===== config.mk =====
export PLATFORM = sky130hd
export DESIGN_NAME = mem_responder
export DESIGN_NICKNAME = d
export VERILOG_FILES = /design/src/rtl/mem_responder.sv
export SDC_FILE = /design/constraint.sdc
export NUM_CORES = 1
export LEC_CHECK = 0
export ABC_AREA = 1
export CAP_MARGIN = 20
export CORE_ASPECT_RATIO = 1.75
export CORE_MARGIN = 4
export CORE_UTILIZATION = 40
export DETAILED_ROUTE_END_ITERATION = 6
export GPL_TIMING_DRIVEN = 0
export SKIP_LAST_GASP = 1
export SYNTH_ARGS = -nofsm -noshare
export SYNTH_HDL_FRONTEND = slang
export SYNTH_SLANG_ARGS = --single-unit

===== constraint.sdc =====
create_clock -name clk -period 2.2 [get_ports clk]
set_input_delay 0.66 -clock clk [delete_from_list [all_inputs] [get_ports clk]]
set_output_delay 0.66 -clock clk [all_outputs]
set_load 0.02 [all_outputs]

===== src/rtl/mem_responder.sv =====
// Memory-side responder for the BIST controller: single-outstanding write/read
// over req/ack, self-clearing array after reset, stuck-at fault injection on read data.
module mem_responder #(
    parameter int data_width = 4,
    parameter int ad_width   = 4,
    parameter int rd_latency = 2
) (
    input  logic                  clk,
    input  logic                  rst,
    input  logic                  req,
    input  logic                  we,
    input  logic [ad_width-1:0]   addr,
    input  logic [data_width-1:0] wdata,
    input  logic                  fi_en,
    input  logic [data_width-1:0] fi_mask,
    input  logic [data_width-1:0] fi_val,
    output logic                  ack,
    output logic [data_width-1:0] rdata,
    output logic                  busy
);

    localparam int                  DEPTH  = 2 ** ad_width;
    localparam logic [ad_width-1:0] AD_MAX = ad_width'(DEPTH - 1);
    localparam logic [3:0]          LAT_M1 = 4'(rd_latency - 1);

    typedef enum logic [2:0] {
        S_INIT  = 3'd0,
        S_IDLE  = 3'd1,
        S_WACK  = 3'd2,
        S_RWAIT = 3'd3,
        S_RRESP = 3'd4
    } state_t;

    state_t                state_q, state_d;
    logic [ad_width-1:0]   init_cnt_q, init_cnt_d;
    logic [3:0]            lat_cnt_q, lat_cnt_d;
    logic [ad_width-1:0]   addr_q, addr_d;
    logic                  fi_en_q, fi_en_d;
    logic [data_width-1:0] fi_mask_q, fi_mask_d;
    logic [data_width-1:0] fi_val_q, fi_val_d;
    logic                  ack_q, ack_d;
    logic [data_width-1:0] rdata_q, rdata_d;

    logic                  mem_we_s;
    logic [ad_width-1:0]   mem_waddr_s;
    logic [data_width-1:0] mem_wdata_s;
    logic [data_width-1:0] mem [DEPTH];

    // Masked bits take fi_val; the stored word itself is never touched.
    function automatic logic [data_width-1:0] apply_fault(
        input logic [data_width-1:0] data,
        input logic                  en,
        input logic [data_width-1:0] mask,
        input logic [data_width-1:0] val
    );
        logic [data_width-1:0] m;
        m = en ? mask : {data_width{1'b0}};
        return (data & ~m) | (val & m);
    endfunction

    // Next-state, capture and array-write decode.
    always_comb begin
        state_d     = state_q;
        init_cnt_d  = init_cnt_q;
        lat_cnt_d   = lat_cnt_q;
        addr_d      = addr_q;
        fi_en_d     = fi_en_q;
        fi_mask_d   = fi_mask_q;
        fi_val_d    = fi_val_q;
        ack_d       = 1'b0;
        rdata_d     = rdata_q;
        mem_we_s    = 1'b0;
        mem_waddr_s = init_cnt_q;
        mem_wdata_s = {data_width{1'b0}};
        case (state_q)
            S_INIT: begin
                mem_we_s    = 1'b1;
                mem_waddr_s = init_cnt_q;
                if (init_cnt_q == AD_MAX) begin
                    state_d    = S_IDLE;
                    init_cnt_d = {ad_width{1'b0}};
                end else begin
                    init_cnt_d = init_cnt_q + ad_width'(1);
                end
            end
            S_IDLE: begin
                if (req) begin
                    addr_d    = addr;
                    fi_en_d   = fi_en;
                    fi_mask_d = fi_mask;
                    fi_val_d  = fi_val;
                    if (we) begin
                        mem_we_s    = 1'b1;
                        mem_waddr_s = addr;
                        mem_wdata_s = wdata;
                        state_d     = S_WACK;
                        ack_d       = 1'b1;
                    end else begin
                        lat_cnt_d = LAT_M1;
                        // Single-cycle latency responds straight from the live inputs.
                        if (rd_latency == 1) begin
                            state_d = S_RRESP;
                            ack_d   = 1'b1;
                            rdata_d = apply_fault(mem[addr], fi_en, fi_mask, fi_val);
                        end else begin
                            state_d = S_RWAIT;
                        end
                    end
                end else begin
                    state_d = S_IDLE;
                end
            end
            S_WACK: begin
                state_d = S_IDLE;
            end
            S_RWAIT: begin
                if (lat_cnt_q <= 4'd1) begin
                    state_d = S_RRESP;
                    ack_d   = 1'b1;
                    rdata_d = apply_fault(mem[addr_q], fi_en_q, fi_mask_q, fi_val_q);
                end else begin
                    lat_cnt_d = lat_cnt_q - 4'd1;
                end
            end
            S_RRESP: begin
                state_d = S_IDLE;
            end
            default: begin
                state_d    = S_INIT;
                init_cnt_d = {ad_width{1'b0}};
            end
        endcase
    end

    // Control and response registers.
    always_ff @(posedge clk or negedge rst) begin
        if (!rst) begin
            state_q    <= S_INIT;
            init_cnt_q <= {ad_width{1'b0}};
            lat_cnt_q  <= 4'd0;
            addr_q     <= {ad_width{1'b0}};
            fi_en_q    <= 1'b0;
            fi_mask_q  <= {data_width{1'b0}};
            fi_val_q   <= {data_width{1'b0}};
            ack_q      <= 1'b0;
            rdata_q    <= {data_width{1'b0}};
        end else begin
            state_q    <= state_d;
            init_cnt_q <= init_cnt_d;
            lat_cnt_q  <= lat_cnt_d;
            addr_q     <= addr_d;
            fi_en_q    <= fi_en_d;
            fi_mask_q  <= fi_mask_d;
            fi_val_q   <= fi_val_d;
            ack_q      <= ack_d;
            rdata_q    <= rdata_d;
        end
    end

    // Storage array; cleared by the INIT sweep rather than by reset.
    always_ff @(posedge clk) begin
        if (mem_we_s) begin
            mem[mem_waddr_s] <= mem_wdata_s;
        end
    end

    assign ack   = ack_q;
    assign rdata = rdata_q;
    assign busy  = (state_q != S_IDLE);

endmodule

==> results.md <==
* Initial core utilization at 0.411
* Dpl cells at 605
* Largest stage delay on the critical path at 0.49 ns
* Area growth, synth to finish at 23.2%
* Initial antenna violation count at 0
* Sequential share of power at 0.363
* Slew of the pin with the lowest slew margin at 0.710 ns
* Layout cells sized above 1 at 0.151
* ANT cells at 0
* CP max stage cell: clkdlybuf4s50_1
* Chip height at 144 um
* DR vias/cell at a little under 5
* CP max FO at 10
* Internal Power at ~4 mW
* Status: finished, final reports clean
* Final WL at approximately 9800 um
* Drt initial violations at 175
* Crit path cell chain: clkdlybuf4s50_1, inv_2, nor2_8, nand2_4, buf_8, nand2_2, o21ai_2, inv_2, nand2_4, nor2_4
* Clock sinks at a little over 90
* Seq/Total Area, Yosys at 0.622
* Final std cells w/o fill at 624
* CTS Hold Bufs at 0
* Detail Route Antenna Nets at 0
* CP Class: input pin to register
* Ys async rst share at 0.312
* Cell Rows at 49
* Avg Inst Size Synth at 9.50 um^2
* Worst Skew at around 0.0086 ns
* Final setup viols at 0
* Gr usage total at 0.172
* CTS buffer count at 9
* Worst EP arrival at 2.17 ns
* Crit. End Element: register
* Largest net degree at the start of global routing at 20
* Type of the tightest min-delay check: register to register
* Final period util at 0.970
* CTS tree: yes
* Yosys warnings at 0
* Final Cell Area at between 0.005 and 0.006 mm^2
* Leak Pwr at 2.28 nW
* Root buf cell: clkbuf_16
* Switching share of power at 0.395
* DR WL/cell at around 16 um
* Die width at 86.0 um
* MaxCap Viol Count at 0
* CTS clk-pin slew, worst paths at about 0.06 ns
* Clk_lat worst skew at around 0.34 ns
* PwrDens at 1290 mW/mm^2
* Vias at 3054
* Fmax at 0.469 GHz
* Syn Inst Count at around 450
* Core ar. at between 0.01 and 0.015 mm^2
* 1st-pass router iterations at 4
* Final hold violations at 0
* Final Net Count at 516
* Synth Cell Area at 0.00426 mm^2
* Commonest register cell after synthesis: edfxtp_1
* H-tree depth at 3
* Slew Viols, Final at 0
* Post-DP HPWL at 7590 um
* Syn_nets at 472
* Psw at around 2.7 mW
* Number of flops mapped to enable cells by yosys at 64
* PortBufs at 26
* Fillers at 925
* Slew HR at 0.526
* Worst Setup Start Kind: input pin
* Vias in the first global route at 3244
* CTS max path bufs at 2
* Number of top-level pins at 27
* Die area at 0.0124 mm^2
* Clock Power Share at 0.233
* Library cells used by synthesis at 30
* VDD IR max at 0.708 mV
* Power Total at approximately 6.8 mW
* GP Congestion at approximately 0.9
* Yosys top cell by area: edfxtp_1
* Logic pwr share at 0.404
* Gr ovfl total at 0
* Yosys reg bits at 93
* DP Area at 0.00473 mm^2
* DRC violations left at 0
* First-pass GRT wire length at 16000 um
* Top post-synthesis cells by area: edfxtp_1 45%, dfrtp_1 17%, nand2_1 13%
* Post-synth top area share at 0.451
* Min Tclk post-route at between 2 and 2.5 ns
* Critical path required time at roughly 2.2 ns
-- metrics by stage --
step | utilization | hold WS [ns] | setup TNS [ns] | worst slack, ns
6_report | 0.506 | 0.479 | 0 | 0.0666
5_1_grt | 0.506 | 0.511 | -0.117 | -0.0194
4_1_cts | 0.492 | 0.480 | -0.924 | -0.0361
3_5_place_dp | 0.457 | 0.464 | -51.30 | -0.637
3_3_place_gp | 0.451 | 0.459 | -77.14 | -0.888
2_1_floorplan | - | 0.364 | 0 | 0.301
-- cells in the mapped netlist (all sizes together), types with 2 or more instances --
| cell | n |
|---|---|
| ha | 3 |
| edfxtp | 64 |
| nand3 | 51 |
| a21oi | 3 |
| nand2 | 163 |
| inv | 58 |
| nor3 | 2 |
| nor2 | 29 |
| clkinv | 5 |
| clkbuf | 8 |
| a31oi | 4 |
| dfrtp | 29 |
| buf | 7 |
| o21ai | 16 |
-- path summary, 6_finish.rpt --
| kind | start | end | slack, ns | depth (start not counted) |
|---|---|---|---|---|
| max | req | mem[14][3] | 0.07 | 10 |
| min | fi_mask_q[2] | fi_mask_q[2] | 0.48 | 2 |
| max reg2reg | state_q[2] | mem[14][3] | 0.26 | 10 |
| min reg2reg | fi_mask_q[2] | fi_mask_q[2] | 0.48 | 2 |
| max in group asynchronous | rst | state_q[0] | 0.99 | 2 |
| min in group asynchronous | rst | fi_mask_q[2] | 0.70 | 1 |
-- layout make-up --
| cell class | count | area [um^2] | area share |
|---|---|---|---|
| clock inverter | 5 | 57.6 | 0.0110 |
| buffer | 15 | 72.6 | 0.0138 |
| multi-input combinational | 277 | 1480 | 0.281 |
| inverter | 63 | 239 | 0.0456 |
| sequential | 93 | 2650 | 0.505 |
| clock buffer | 11 | 254 | 0.0484 |
| timing repair buffer | 33 | 339 | 0.0646 |
| tap | 127 | 159 | 0.0303 |
-- logic make-up (layout without fill, tap and decap cells) --
kind of cell	after synthesis	count (layout)	synth area share
and+or+nand+nor	247	247	0.259
DFF	93	93	0.622
buffers and inverters	78	127	0.0723
AOI/OAI and AO/OA	27	27	0.0379
adders and majority gates	3	3	0.00882
-- metal layers --
| metal | global-route usage | share of wire | vias up |
|---|---|---|---|
| met1 | 0.168 | 0.36 | 1432 |
| met5 | 0 | 0 | - |
| li1 | - | - | 1533 |
| met2 | 0.320 | 0.56 | 57 |
| met4 | 0.125 | 0.059 | 0 |
| met3 | 0.0262 | 0.024 | 32 |
-- power by group through the flow --
stage	clock network, mW	registers, mW	logic [mW]
2_1_floorplan	0	2.49	1.65
3_3_place_gp	0	2.48	2.42
3_5_place_dp	0	2.50	2.47
4_1_cts	1.60	2.46	2.54
5_1_grt	1.68	2.50	3.05
6_report	1.58	2.46	2.74
-- layout by cell type (no fill, tap or decap), drive strengths merged --
cell,netlist,final
nand2,163,163
inv,58,59
o22ai,1,1
o21ai,16,16
or2,1,1
clkbuf,8,19
dlygate4sd2,0,1
nor2,29,29
a21oi,3,3
nand3,51,51
ha,3,3
nor3,2,2
a32o,1,1
clkdlybuf4s50,0,25
dfrtp,29,29
clkinv,5,8
buf,7,14
a22o,1,1
a31oi,4,4
bufinv,0,1
a31o,1,1
and3,1,1
edfxtp,64,64
-- critical path, delay by kind of cell --
| family | cells | cell delay [ns] |
|---|---|---|
| simple gates | 5 | 0.59 |
| buf+inv | 4 | 0.83 |
| compound gates | 1 | 0.09 |
-- timing repair --
| action | 4_1_cts | 5_1_grt |
|---|---|---|
| gates resized for setup | 21 | 25 |
| pin swaps | 0 | 7 |
| setup endpoints to repair | 106 | 88 |
| setup buffers | 0 | 3 |
-- registers in the layout, indices dropped and copies added, names as in the netlist --
name,cells
fi_val_q,4
state_q,3
init_cnt_q,4
fi_mask_q,4
mem,64
rdata,4
fi_en_q,1
lat_cnt_q,4
addr_q,4
ack,1
(Power assumes the default switching activity.)
